[config.mk]
export PLATFORM = sky130hd
export DESIGN_NAME = sigmoid
export DESIGN_NICKNAME = d
export VERILOG_FILES = /design/src/rtl/sigmoid_pkg.sv /design/src/rtl/sigmoid_plan_core.sv /design/src/rtl/sigmoid.sv
export SDC_FILE = /design/constraint.sdc
export NUM_CORES = 1
export LEC_CHECK = 0
export ABC_AREA = 1
export CORE_ASPECT_RATIO = 0.6
export CORE_MARGIN = 2
export CORE_UTILIZATION = 51
export CTS_CLUSTER_DIAMETER = 80
export DETAILED_ROUTE_END_ITERATION = 8
export HOLD_SLACK_MARGIN = 0.15
export PLACE_DENSITY_LB_ADDON = 0.12
export RECOVER_POWER = 50
export SLEW_MARGIN = 10
export SYNTH_ARGS = -nofsm -noshare
export SYNTH_HDL_FRONTEND = slang
export SYNTH_HIERARCHICAL = 1
export SYNTH_SLANG_ARGS = --single-unit
[constraint.sdc]
create_clock -name clk -period 5 [get_ports clk]
set_input_delay 0.5 -clock clk [delete_from_list [all_inputs] [get_ports clk]]
set_output_delay 0.5 -clock clk [all_outputs]
set_load 0.005 [all_outputs]
[src/rtl/sigmoid_pkg.sv]
// sigmoid_pkg: shared widths, PLAN segment constants and helpers for the
// sigmoid evaluator.
// Configuration macro: SIGMOID_EXTRA_PIPE_EN (adds a third pipeline stage, LAT = 3).
package sigmoid_pkg;

    localparam int X_W = 8;
    localparam int Y_W = 16;
    localparam int A_W = 8;

    // Segment breakpoints on |x| in 1/32 units
    localparam logic [A_W-1:0] BRK0 = 8'd32;
    localparam logic [A_W-1:0] BRK1 = 8'd76;

    // Segment offsets (y*65536) and slope shifts
    localparam logic [Y_W-1:0] OFF0 = 16'd32768;
    localparam logic [Y_W-1:0] OFF1 = 16'd40960;
    localparam logic [Y_W-1:0] OFF2 = 16'd55296;
    localparam int SH0 = 9;
    localparam int SH1 = 8;
    localparam int SH2 = 6;

`ifdef SIGMOID_EXTRA_PIPE_EN
    localparam int LAT = 3;
`else
    localparam int LAT = 2;
`endif

    typedef enum logic [1:0] {
        SEG_LO  = 2'd0,
        SEG_MID = 2'd1,
        SEG_HI  = 2'd2
    } seg_e;

    // Select the PLAN segment for a magnitude a
    function automatic seg_e seg_of(input logic [A_W-1:0] a);
        seg_e seg;
        if (a < BRK0) begin
            seg = SEG_LO;
        end else if (a < BRK1) begin
            seg = SEG_MID;
        end else begin
            seg = SEG_HI;
        end
        return seg;
    endfunction

    // Magnitude of a Q3.5 code; -128 maps to 128, which still fits 8 bits
    function automatic logic [A_W-1:0] abs_x(input logic [X_W-1:0] x);
        logic [A_W-1:0] a;
        if (x[X_W-1]) begin
            a = A_W'(~x + 8'd1);
        end else begin
            a = x;
        end
        return a;
    endfunction

endpackage

[src/rtl/sigmoid_plan_core.sv]
// sigmoid_plan_core: combinational PLAN evaluator, split into two halves so
// the top may place a register between them.
//   a, seg  -> p      : positive-half value p(a) = offset + (a << shift)
//   s, p_in -> y      : mirror about 0.5 for negative x (y = 65536 - p)
// Shift-add only; no multipliers.
module sigmoid_plan_core
    import sigmoid_pkg::*;
(
    input  logic [A_W-1:0] a,
    input  seg_e           seg,
    output logic [Y_W-1:0] p,
    input  logic           s,
    input  logic [Y_W-1:0] p_in,
    output logic [Y_W-1:0] y
);

    // Segment offset plus shifted magnitude
    always_comb begin
        p = OFF0;
        case (seg)
            SEG_LO:  p = OFF0 + (Y_W'(a) << SH0);
            SEG_MID: p = OFF1 + (Y_W'(a) << SH1);
            SEG_HI:  p = OFF2 + (Y_W'(a) << SH2);
            default: p = OFF0;
        endcase
    end

    // p_in >= 32768 always, so 65536 - p_in fits in 16 bits
    always_comb begin
        y = p_in;
        if (s) begin
            y = Y_W'(17'h10000 - {1'b0, p_in});
        end else begin
            y = p_in;
        end
    end

endmodule

[src/rtl/sigmoid.sv]
// sigmoid: streaming fixed-point logistic function, one sample per clock.
// Configuration macro: SIGMOID_EXTRA_PIPE_EN (register between segment add
// and complement, LAT = 3; default LAT = 2).
// Ports:
//   clk, rst_n   clock and asynchronous active-low reset
//   i_x          signed Q3.5 input sample
//   i_in_valid   i_x valid this cycle
//   o_out_valid  o_y valid this cycle
//   o_y          unsigned Q0.16 result, holds while o_out_valid is low
//   number       constant NUM_TRANSISTORS
module sigmoid
    import sigmoid_pkg::*;
#(
    parameter logic [50:0] NUM_TRANSISTORS = 51'd2000
)(
    input  logic           clk,
    input  logic           rst_n,
    input  logic [X_W-1:0] i_x,
    input  logic           i_in_valid,
    output logic           o_out_valid,
    output logic [Y_W-1:0] o_y,
    output logic [50:0]    number
);

    logic [LAT-1:0] valid_r;
    logic           s1_s_r;
    logic [A_W-1:0] s1_a_r;
    seg_e           s1_seg_r;
    logic [Y_W-1:0] p_s;
    logic [Y_W-1:0] y_s;
    logic [Y_W-1:0] o_y_r;
    logic           cmp_s_s;
    logic [Y_W-1:0] cmp_p_s;

    assign number      = NUM_TRANSISTORS;
    assign o_out_valid = valid_r[LAT-1];
    assign o_y         = o_y_r;

    // Valid shift pipe; bubbles propagate unchanged
    always_ff @(posedge clk or negedge rst_n) begin
        if (!rst_n) begin
            valid_r <= '0;
        end else begin
            valid_r <= {valid_r[LAT-2:0], i_in_valid};
        end
    end

    // Stage 1: sign, magnitude and segment, loaded only on valid input
    always_ff @(posedge clk or negedge rst_n) begin
        if (!rst_n) begin
            s1_s_r   <= 1'b0;
            s1_a_r   <= 8'd0;
            s1_seg_r <= SEG_LO;
        end else if (i_in_valid) begin
            s1_s_r   <= i_x[X_W-1];
            s1_a_r   <= abs_x(i_x);
            s1_seg_r <= seg_of(abs_x(i_x));
        end
    end

    sigmoid_plan_core u_core (
        .a    (s1_a_r),
        .seg  (s1_seg_r),
        .p    (p_s),
        .s    (cmp_s_s),
        .p_in (cmp_p_s),
        .y    (y_s)
    );

`ifdef SIGMOID_EXTRA_PIPE_EN
    logic           s2_s_r;
    logic [Y_W-1:0] s2_p_r;

    // Extra stage: hold segment sum and sign ahead of the complement
    always_ff @(posedge clk or negedge rst_n) begin
        if (!rst_n) begin
            s2_s_r <= 1'b0;
            s2_p_r <= 16'd0;
        end else if (valid_r[0]) begin
            s2_s_r <= s1_s_r;
            s2_p_r <= p_s;
        end
    end

    assign cmp_s_s = s2_s_r;
    assign cmp_p_s = s2_p_r;
`else
    assign cmp_s_s = s1_s_r;
    assign cmp_p_s = p_s;
`endif

    // Output register, loads only when the final stage carries a valid sample
    always_ff @(posedge clk or negedge rst_n) begin
        if (!rst_n) begin
            o_y_r <= 16'd0;
        end else if (valid_r[LAT-2]) begin
            o_y_r <= y_s;
        end
    end

endmodule

==> impl_metrics.prom, run 1 <==
# TYPE chip_impl_metric gauge
chip_impl_info{name="outcome",value="complete, but fails checks"} 1
chip_impl_info{name="failed_checks",value="max-capacitance violations, max-slew violations"} 1
chip_impl_metric{name="max-clock-path-buffers",unit=""} 2
chip_impl_metric{name="max_stage_delay",unit="ns"} 0.38
chip_impl_metric{name="post_drt_via_cell_ratio",unit=""} 4.56
chip_impl_info{name="rsz_0062_raised_after_global_routing",value="false"} 1
chip_impl_info{name="start_kind",value="register"} 1
chip_impl_metric{name="ys_seq_elements",unit=""} 29
chip_impl_info{name="worst_hold_startpoint",value="s1_a_r[2]$_DFFE_PN0P_"} 1
chip_impl_info{name="tritoncts_clock_tree",value="yes"} 1
chip_impl_metric{name="r2r.worst_path.cells",unit=""} 12
chip_impl_metric{name="worst_pin_slew",unit="ns"} 1.56
chip_impl_info{name="cp-end-kind",value="register"} 1
chip_impl_metric{name="hold_depth",unit=""} 2
chip_impl_metric{name="num-nets-final",unit=""} 366
chip_impl_metric{name="clock_tree.htree_level_count",unit=""} 2
chip_impl_metric{name="antenna_violations_before_repair",unit=""} 0
chip_impl_metric{name="io_pins",unit=""} 79
chip_impl_metric{name="grt.met1_usage",unit="%"} 29.8
chip_impl_metric{name="post_synth_instance_area",unit="um2"} 2480
chip_impl_metric{name="holdBufCountCts",unit=""} 0
chip_impl_metric{name="maxCapViolations",unit=""} 1
chip_impl_info{name="critical_path.top_delay_family",value="simple AND/OR/NAND/NOR gates"} 1
chip_impl_metric{name="initialDrtViolationCount",unit=""} 127
chip_impl_metric{name="timing.clock.skew",unit="ns"} 0.00541
chip_impl_metric{name="post_route_cells_drive_above_1_share",unit="%"} 14.2
chip_impl_metric{name="postRouteWirelength",unit="um"} 4480
chip_impl_metric{name="grt_usage",unit="%"} 17.7
chip_impl_metric{name="power.density_cell_area",unit="nW/um2"} 315
chip_impl_metric{name="routabilityCongestion",unit=""} 0.878
chip_impl_metric{name="power.ir.vdd_worst",unit="uV"} 188
chip_impl_info{name="grt_busiest_layer",value="met1"} 1
chip_impl_metric{name="total_number_of_clock_tree_sinks",unit=""} 29
chip_impl_metric{name="avgSynthCellArea",unit="um2"} 7.61
chip_impl_info{name="synthTopCellsByArea",value="dfrtp_1, buf_4, nand2_1"} 1
chip_impl_metric{name="number_of_vias_after_detailed_routing",unit=""} 1887
chip_impl_metric{name="detailedRoute.firstPassIterationCount",unit=""} 4
chip_impl_metric{name="synth_largest_type_area_fraction",unit="%"} 29.2
chip_impl_info{name="holdCritPathClass",value="register to register"} 1
chip_impl_info{name="synth_largest_area_cell",value="dfrtp_1"} 1
chip_impl_metric{name="slew-limit-headroom",unit="%"} -4.07
chip_impl_metric{name="first_global_vias",unit=""} 1576
chip_impl_metric{name="grt_pass1_wl",unit="um"} 7470
chip_impl_info{name="r2r_end",value="o_y[13]$_DFFE_PN0P_"} 1
chip_impl_info{name="worst_hold_path.endpoint",value="s1_a_r[2]$_DFFE_PN0P_"} 1
chip_impl_metric{name="final.period_utilization",unit="%"} 41.9
chip_impl_metric{name="synth_cell_type_count",unit=""} 29
chip_impl_info{name="worst_path_most_repeated_cell",value="nand2_1"} 1
chip_impl_metric{name="antenna_violating_nets_post_route",unit=""} 0
chip_impl_metric{name="grtUsageMet3",unit="%"} 4.29
chip_impl_metric{name="tns",unit="ns"} 0
chip_impl_info{name="slowest_stage",value="dfrtp_1"} 1
chip_impl_metric{name="hold_slack",unit="ns"} 0.485
chip_impl_metric{name="ys.warnings.count",unit=""} 6
chip_impl_info{name="regToRegStartpoint",value="s1_seg_r[0]$_DFFE_PN0P_"} 1
chip_impl_metric{name="globalRoute.totalOverflow",unit=""} 0
chip_impl_metric{name="report.final.hold_viol_count",unit=""} 0
chip_impl_metric{name="critPathBufInv",unit=""} 2
chip_impl_metric{name="grt.met2_usage",unit="%"} 21.6
chip_impl_metric{name="wl_per_cell",unit="um"} 10.8
chip_impl_metric{name="reg2reg_slack",unit="ns"} 2.90
chip_impl_metric{name="core_area",unit="um2"} 4640
chip_impl_info{name="cts.root.buffer_cell",value="clkbuf_8"} 1
chip_impl_metric{name="dp_hpwl",unit="um"} 3560
chip_impl_metric{name="detail_route.drc_violations",unit=""} 0
chip_impl_info{name="path_class",value="register to register"} 1
chip_impl_metric{name="post-cts-setup-buffers",unit=""} 0
chip_impl_metric{name="postCtsResizedCells",unit=""} 0
chip_impl_metric{name="fp.dieArea",unit="um2"} 5460
chip_impl_metric{name="fmax",unit="GHz"} 0.477
chip_impl_metric{name="p_leak",unit="nW"} 1.39
chip_impl_metric{name="share_of_the_yosys_chip_area_belonging_to_registers",unit="%"} 29.2
chip_impl_metric{name="start_util",unit="%"} 53.5
chip_impl_metric{name="port-buffer-count",unit=""} 27
chip_impl_metric{name="biggest_fanout_along_the_worst_timing_path",unit=""} 8
chip_impl_metric{name="die_x",unit="um"} 94.1
chip_impl_metric{name="area.growth.synth_to_final",unit="%"} 7.51
chip_impl_metric{name="worst_setup_hold_path_clk_slew",unit="ns"} 0.07
chip_impl_metric{name="worst_ep_required_time",unit="ns"} 5.16
chip_impl_metric{name="worst_skew_pair.late_latency",unit="ns"} 0.28
chip_impl_metric{name="cts_buffers",unit=""} 5
chip_impl_metric{name="setup_viol",unit=""} 0
chip_impl_metric{name="floorplan.die.height",unit="um"} 58.0
chip_impl_metric{name="rows",unit=""} 19
chip_impl_info{name="cp_cell_sequence",value="inv_1 -> nand2_1 -> inv_1 -> nand2_1 -> o221ai_1 -> nor2_2 -> nand2_1 -> o21ai_2 -> nand2_1 -> nand2_1 -> nand2_1 -> mux2_2"} 1
chip_impl_metric{name="antennaDiodeCount",unit=""} 0
chip_impl_metric{name="slew_viol_final",unit=""} 30
chip_impl_metric{name="arrival",unit="ns"} 2.26
chip_impl_metric{name="synthesis.instances",unit=""} 326
chip_impl_metric{name="grt_start_max_net_pins",unit=""} 30
chip_impl_metric{name="timing.final.crit_period",unit="ns"} 2.10
[routing by layer]
layer | vias up | wire length (um)
met2 | 67 | 1660
met1 | 859 | 2510
li1 | 956 | -
met3 | 5 | 268
met4 | 0 | 40
met5 | - | 0
[tightest hold or removal path, delay by kind of cell (launching register included)]
kind,cells,cell delay [ns]
AND/OR/NAND/NOR,2,0.11
flip-flops,1,0.34
[logic make-up after synthesis]
group,after synthesis,share of synthesized area [%]
compound gates,24,7.21
xor+xnor,8,2.82
fa+ha+maj,5,2.52
buf+inv,104,25.5
flops,29,29.2
mux,16,7.26
other cells,3,0.454
simple gates,137,25.1
[how the worst max path moves through the flow]
stage                     endpoint  cells after the start               startpoint
4_1_cts        o_y[15]$_DFFE_PN0P_                     13    s1_a_r[5]$_DFFE_PN0P_
3_3_place_gp   o_y[13]$_DFFE_PN0P_                     12  s1_seg_r[0]$_DFFE_PN0P_
6_report       o_y[13]$_DFFE_PN0P_                     12  s1_seg_r[0]$_DFFE_PN0P_
3_5_place_dp   o_y[13]$_DFFE_PN0P_                     12  s1_seg_r[0]$_DFFE_PN0P_
5_1_grt        o_y[15]$_DFFE_PN0P_                      2                    rst_n
2_1_floorplan  o_y[14]$_DFFE_PN0P_                     13    s1_a_r[5]$_DFFE_PN0P_
[registers in the layout, summed over array words and instances (netlist names)]
name and cells:
o_y 16, s1_a_r 8, s1_seg_r 2, valid_r 2, cmp_s_s 1
[Yosys cell counts]
cell	number
o21ai_2	4
nand2_1	81
mux2_2	16
o221ai_1	6
ha_1	5
inv_1	36
a21oi_1	2
xor2_1	8
nand4_1	1
nand3b_1	3
buf_4	59
buf_2	4
o21ai_0	7
nor2_1	19
nand3_2	5
conb_1	3
dfrtp_1	29
o22ai_1	1
nand3_1	13
inv_2	3
o211ai_1	1
nor3_1	1
nor2_2	6
nand2_2	6
nor2_4	2
o21bai_1	1
o21bai_4	1
a31oi_1	1
buf_6	2
[final cells by class]
| class | count | area (um2) |
|---|---|---|
| Clock inverter | 1 | 30.0 |
| Fill cell | 429 | 1970 |
| Multi-Input combinational cell | 247 | 1330 |
| Clock buffer | 7 | 86.3 |
| Tap cell | 63 | 78.8 |
| Inverter | 39 | 146 |
| Sequential cell | 29 | 726 |
| Timing Repair Buffer | 28 | 274 |
[where the power goes]
| group | internal [mW] | switching, mW |
|---|---|---|
| logic | 0.140 | 0.141 |
| registers | 0.277 | 0.0322 |
| clock network | 0.162 | 0.0877 |
[through the flow]
stage / cells / setup WS [ns] / instance area [um2] / utilization (%) / power [mW]
2_1_floorplan: 380 / 3.11 / 2690 / - / 0.513
3_3_place_gp: 406 / 2.95 / 2560 / 55.1 / 0.588
3_5_place_dp: 406 / 2.94 / 2560 / 55.1 / 0.590
4_1_cts: 414 / 2.91 / 2670 / 57.7 / 0.846
5_1_grt: 414 / 2.56 / 2670 / 57.6 / 0.902
6_report: 414 / 2.90 / 2670 / 57.6 / 0.840
[layout by cell type (no fill, tap or decap), drive strengths merged]
cell / n
nand2: 87
conb: 57
inv: 39
dfrtp: 29
nor2: 27
clkdlybuf4s50: 25
nand3: 18
mux2: 16
o21ai: 11
xor2: 8
clkbuf: 8
o221ai: 6
ha: 5
nand3b: 3
a21oi: 2
dlygate4sd3: 2
o21bai: 2
nand4: 1
a31oi: 1
bufinv: 1
o211ai: 1
o22ai: 1
nor3: 1
No activity file was read; power rests on OpenSTA's default activity.
==> run 2: changes to the inputs <==
--- a/config.mk
+++ b/config.mk
@@ -8,7 +8,7 @@
 export ABC_AREA = 1
 export CORE_ASPECT_RATIO = 0.6
 export CORE_MARGIN = 2
-export CORE_UTILIZATION = 51
+export CORE_UTILIZATION = 43
 export CTS_CLUSTER_DIAMETER = 80
 export DETAILED_ROUTE_END_ITERATION = 8
 export HOLD_SLACK_MARGIN = 0.15
==> constraint.sdc (replaced) <==
create_clock -name clk -period 1.84 [get_ports clk]
set_input_delay 0.184 -clock clk [delete_from_list [all_inputs] [get_ports clk]]
set_output_delay 0.184 -clock clk [all_outputs]
set_load 0.005 [all_outputs]
==> impl_metrics.prom, run 2 (synthesis results as in run 1) <==
# TYPE chip_impl_metric gauge
chip_impl_metric{name="grt_start_max_net_pins",unit=""} 30
chip_impl_metric{name="antenna_violating_nets_post_route",unit=""} 0
chip_impl_info{name="holdCritPathClass",value="register to register"} 1
chip_impl_info{name="cts.root.buffer_cell",value="clkbuf_8"} 1
chip_impl_metric{name="timing.final.crit_period",unit="ns"} 1.89
chip_impl_metric{name="placed_cells",unit=""} 450
chip_impl_info{name="worst_path_most_repeated_cell",value="nand2_1"} 1
chip_impl_metric{name="max-clock-path-buffers",unit=""} 2
chip_impl_metric{name="antennaDiodeCount",unit=""} 0
chip_impl_info{name="cp_cell_sequence",value="inv_2 -> ha_4 -> inv_2 -> ha_4 -> nand2_2 -> o211ai_1 -> nor2_1 -> nand2_1 -> nor2_1 -> nand2_1 -> nand3b_1 -> nand2_1 -> mux2_4"} 1
chip_impl_info{name="cp-end-kind",value="register"} 1
chip_impl_metric{name="flip_flop_count_of_the_largest_register_after_layout",unit=""} 16
chip_impl_metric{name="start_util",unit="%"} 44.6
chip_impl_metric{name="worst_ep_required_time",unit="ns"} 2.01
chip_impl_metric{name="post_route_cells_drive_above_1_share",unit="%"} 26.9
chip_impl_metric{name="biggest_fanout_along_the_worst_timing_path",unit=""} 3
chip_impl_metric{name="power.density_cell_area",unit="nW/um2"} 785
chip_impl_metric{name="fp.dieArea",unit="um2"} 6420
chip_impl_metric{name="setup_viol",unit=""} 5
chip_impl_metric{name="final.period_utilization",unit="%"} 103
chip_impl_metric{name="final_cells",unit=""} 463
chip_impl_metric{name="cts_buffers",unit=""} 5
chip_impl_metric{name="maxCapViolations",unit=""} 0
chip_impl_metric{name="grt_usage",unit="%"} 17.0
chip_impl_metric{name="max_stage_delay",unit="ns"} 0.39
chip_impl_metric{name="number_of_vias_after_detailed_routing",unit=""} 1989
chip_impl_metric{name="wl_per_cell",unit="um"} 11.0
chip_impl_metric{name="stdcell_area",unit="um2"} 3000
chip_impl_metric{name="clock_tree.htree_level_count",unit=""} 2
chip_impl_metric{name="final.setup.worst_slack",unit="ns"} -0.0503
chip_impl_metric{name="slew_viol_final",unit=""} 0
chip_impl_info{name="outcome",value="complete, but fails checks"} 1
chip_impl_metric{name="timing.clock.skew",unit="ns"} 0.00628
chip_impl_metric{name="report.final.hold_viol_count",unit=""} 0
chip_impl_metric{name="fmax",unit="GHz"} 0.529
chip_impl_metric{name="first_global_vias",unit=""} 1826
chip_impl_metric{name="hold_depth",unit=""} 2
chip_impl_metric{name="postRouteWirelength",unit="um"} 5110
chip_impl_metric{name="floorplan.die.height",unit="um"} 62.9
chip_impl_metric{name="routabilityCongestion",unit=""} 0.806
chip_impl_info{name="layout.cells.most_common",value="nand2_1"} 1
chip_impl_metric{name="r2r.worst_path.cells",unit=""} 13
chip_impl_metric{name="slew-limit-headroom",unit="%"} 48.5
chip_impl_metric{name="port-buffer-count",unit=""} 27
chip_impl_metric{name="placed_cell_area",unit="um2"} 2780
chip_impl_metric{name="detail_route.drc_violations",unit=""} 0
chip_impl_metric{name="power.ir.vdd_worst",unit="uV"} 552
chip_impl_metric{name="post_drt_via_cell_ratio",unit=""} 4.30
chip_impl_metric{name="area.growth.synth_to_final",unit="%"} 21.0
chip_impl_metric{name="antenna_violations_before_repair",unit=""} 0
chip_impl_info{name="rsz_0062_raised_after_global_routing",value="true"} 1
chip_impl_info{name="slowest_stage",value="dfrtp_1"} 1
chip_impl_metric{name="total_number_of_clock_tree_sinks",unit=""} 29
chip_impl_metric{name="dp_hpwl",unit="um"} 3920
chip_impl_metric{name="worst_setup_hold_path_clk_slew",unit="ns"} 0.07
chip_impl_metric{name="end_of_flow_core_utilization",unit="%"} 53.9
chip_impl_metric{name="setup_slack_at_placement",unit="ns"} -0.157
chip_impl_info{name="layout_common_cells",value="nand2_1, conb_1, inv_1"} 1
chip_impl_metric{name="rows",unit=""} 21
chip_impl_metric{name="initialDrtViolationCount",unit=""} 83
chip_impl_metric{name="worst_pin_slew",unit="ns"} 0.773
chip_impl_metric{name="io_pins",unit=""} 79
chip_impl_info{name="path_class",value="register to register"} 1
chip_impl_metric{name="holdBufCountCts",unit=""} 0
chip_impl_info{name="start_kind",value="register"} 1
chip_impl_metric{name="grt_pass1_wl",unit="um"} 8680
chip_impl_info{name="tritoncts_clock_tree",value="yes"} 1
chip_impl_metric{name="num-nets-final",unit=""} 398
chip_impl_metric{name="arrival",unit="ns"} 2.06
chip_impl_metric{name="core_area",unit="um2"} 5570
chip_impl_metric{name="p_leak",unit="nW"} 1.55
chip_impl_info{name="failed_checks",value="negative setup slack"} 1
chip_impl_metric{name="detailedRoute.firstPassIterationCount",unit=""} 4
chip_impl_metric{name="worst_skew_pair.late_latency",unit="ns"} 0.28
chip_impl_metric{name="die_x",unit="um"} 102
chip_impl_metric{name="globalRoute.totalOverflow",unit=""} 0
-- run 2: per-layer routing --
| metal | vias to the layer above | track usage [%] | share of wire, % |
|---|---|---|---|
| li1 | 1025 | - | - |
| met1 | 890 | 26.3 | 54 |
| met2 | 72 | 24.7 | 39 |
| met3 | 2 | 3.80 | 6.2 |
| met4 | 0 | 2.50 | 0.53 |
| met5 | - | 0 | 0 |
-- run 2: metrics by stage --
stage / setup TNS [ns] / power, mW / hold WS [ns]
final: -0.125 / 2.36 / 0.492
after global routing: -1.02 / 2.54 / 0.517
after CTS: -0.158 / 2.32 / 0.309
after detailed placement: -0.507 / 1.74 / 0.482
after global placement: -0.294 / 1.73 / 0.473
after floorplan: -0.0263 / 1.39 / -0.112
-- run 2: final timing paths --
check	slack, ns	start	to
worst min register to register	0.49	s1_a_r[2]$_DFFE_PN0P_	s1_a_r[2]$_DFFE_PN0P_
worst max register to register	-0.05	s1_a_r[5]$_DFFE_PN0P_	o_y[15]$_DFFE_PN0P_
min in group asynchronous	0.51	rst_n	o_y[5]$_DFFE_PN0P_
worst max-delay path	-0.05	s1_a_r[5]$_DFFE_PN0P_	o_y[15]$_DFFE_PN0P_
max in group asynchronous	0.80	rst_n	s1_seg_r[1]$_DFFE_PN0P_
worst min-delay path	0.49	s1_a_r[2]$_DFFE_PN0P_	s1_a_r[2]$_DFFE_PN0P_
-- run 2: repair_timing --
item                       4_1_cts  5_1_grt
buffers inserted                 1        4
setup endpoints to repair        6        9
gates resized for setup         19        9
pin swaps                       11       13
-- run 2: power breakdown --
group | leakage (nW) | total, mW | internal [mW] | switching (mW)
Combinational | 1.16 | 1.02 | 0.544 | 0.472
Sequential | 0.348 | 0.833 | 0.754 | 0.0789
Clock | 0.0450 | 0.508 | 0.262 | 0.247
Total | 1.55 | 2.36 | 1.56 | 0.797
-- run 2: worst max-delay path, delay by kind of cell, from the launching register on --
kind            cells  cell delay [ns]
buf+inv             2             0.13
fa+ha+maj           2             0.33
simple gates        7             0.56
flops               1             0.39
mux                 1             0.25
compound gates      1             0.12
-- run 2: cell type report --
class / count / area [um2]
multi-input combinational: 247 / 1430
clock inverter: 2 / 10.0
sequential: 29 / 727
tap: 80 / 100
inverter: 39 / 146
timing repair buffer: 60 / 519
fill: 549 / 2570
clock buffer: 6 / 72.6
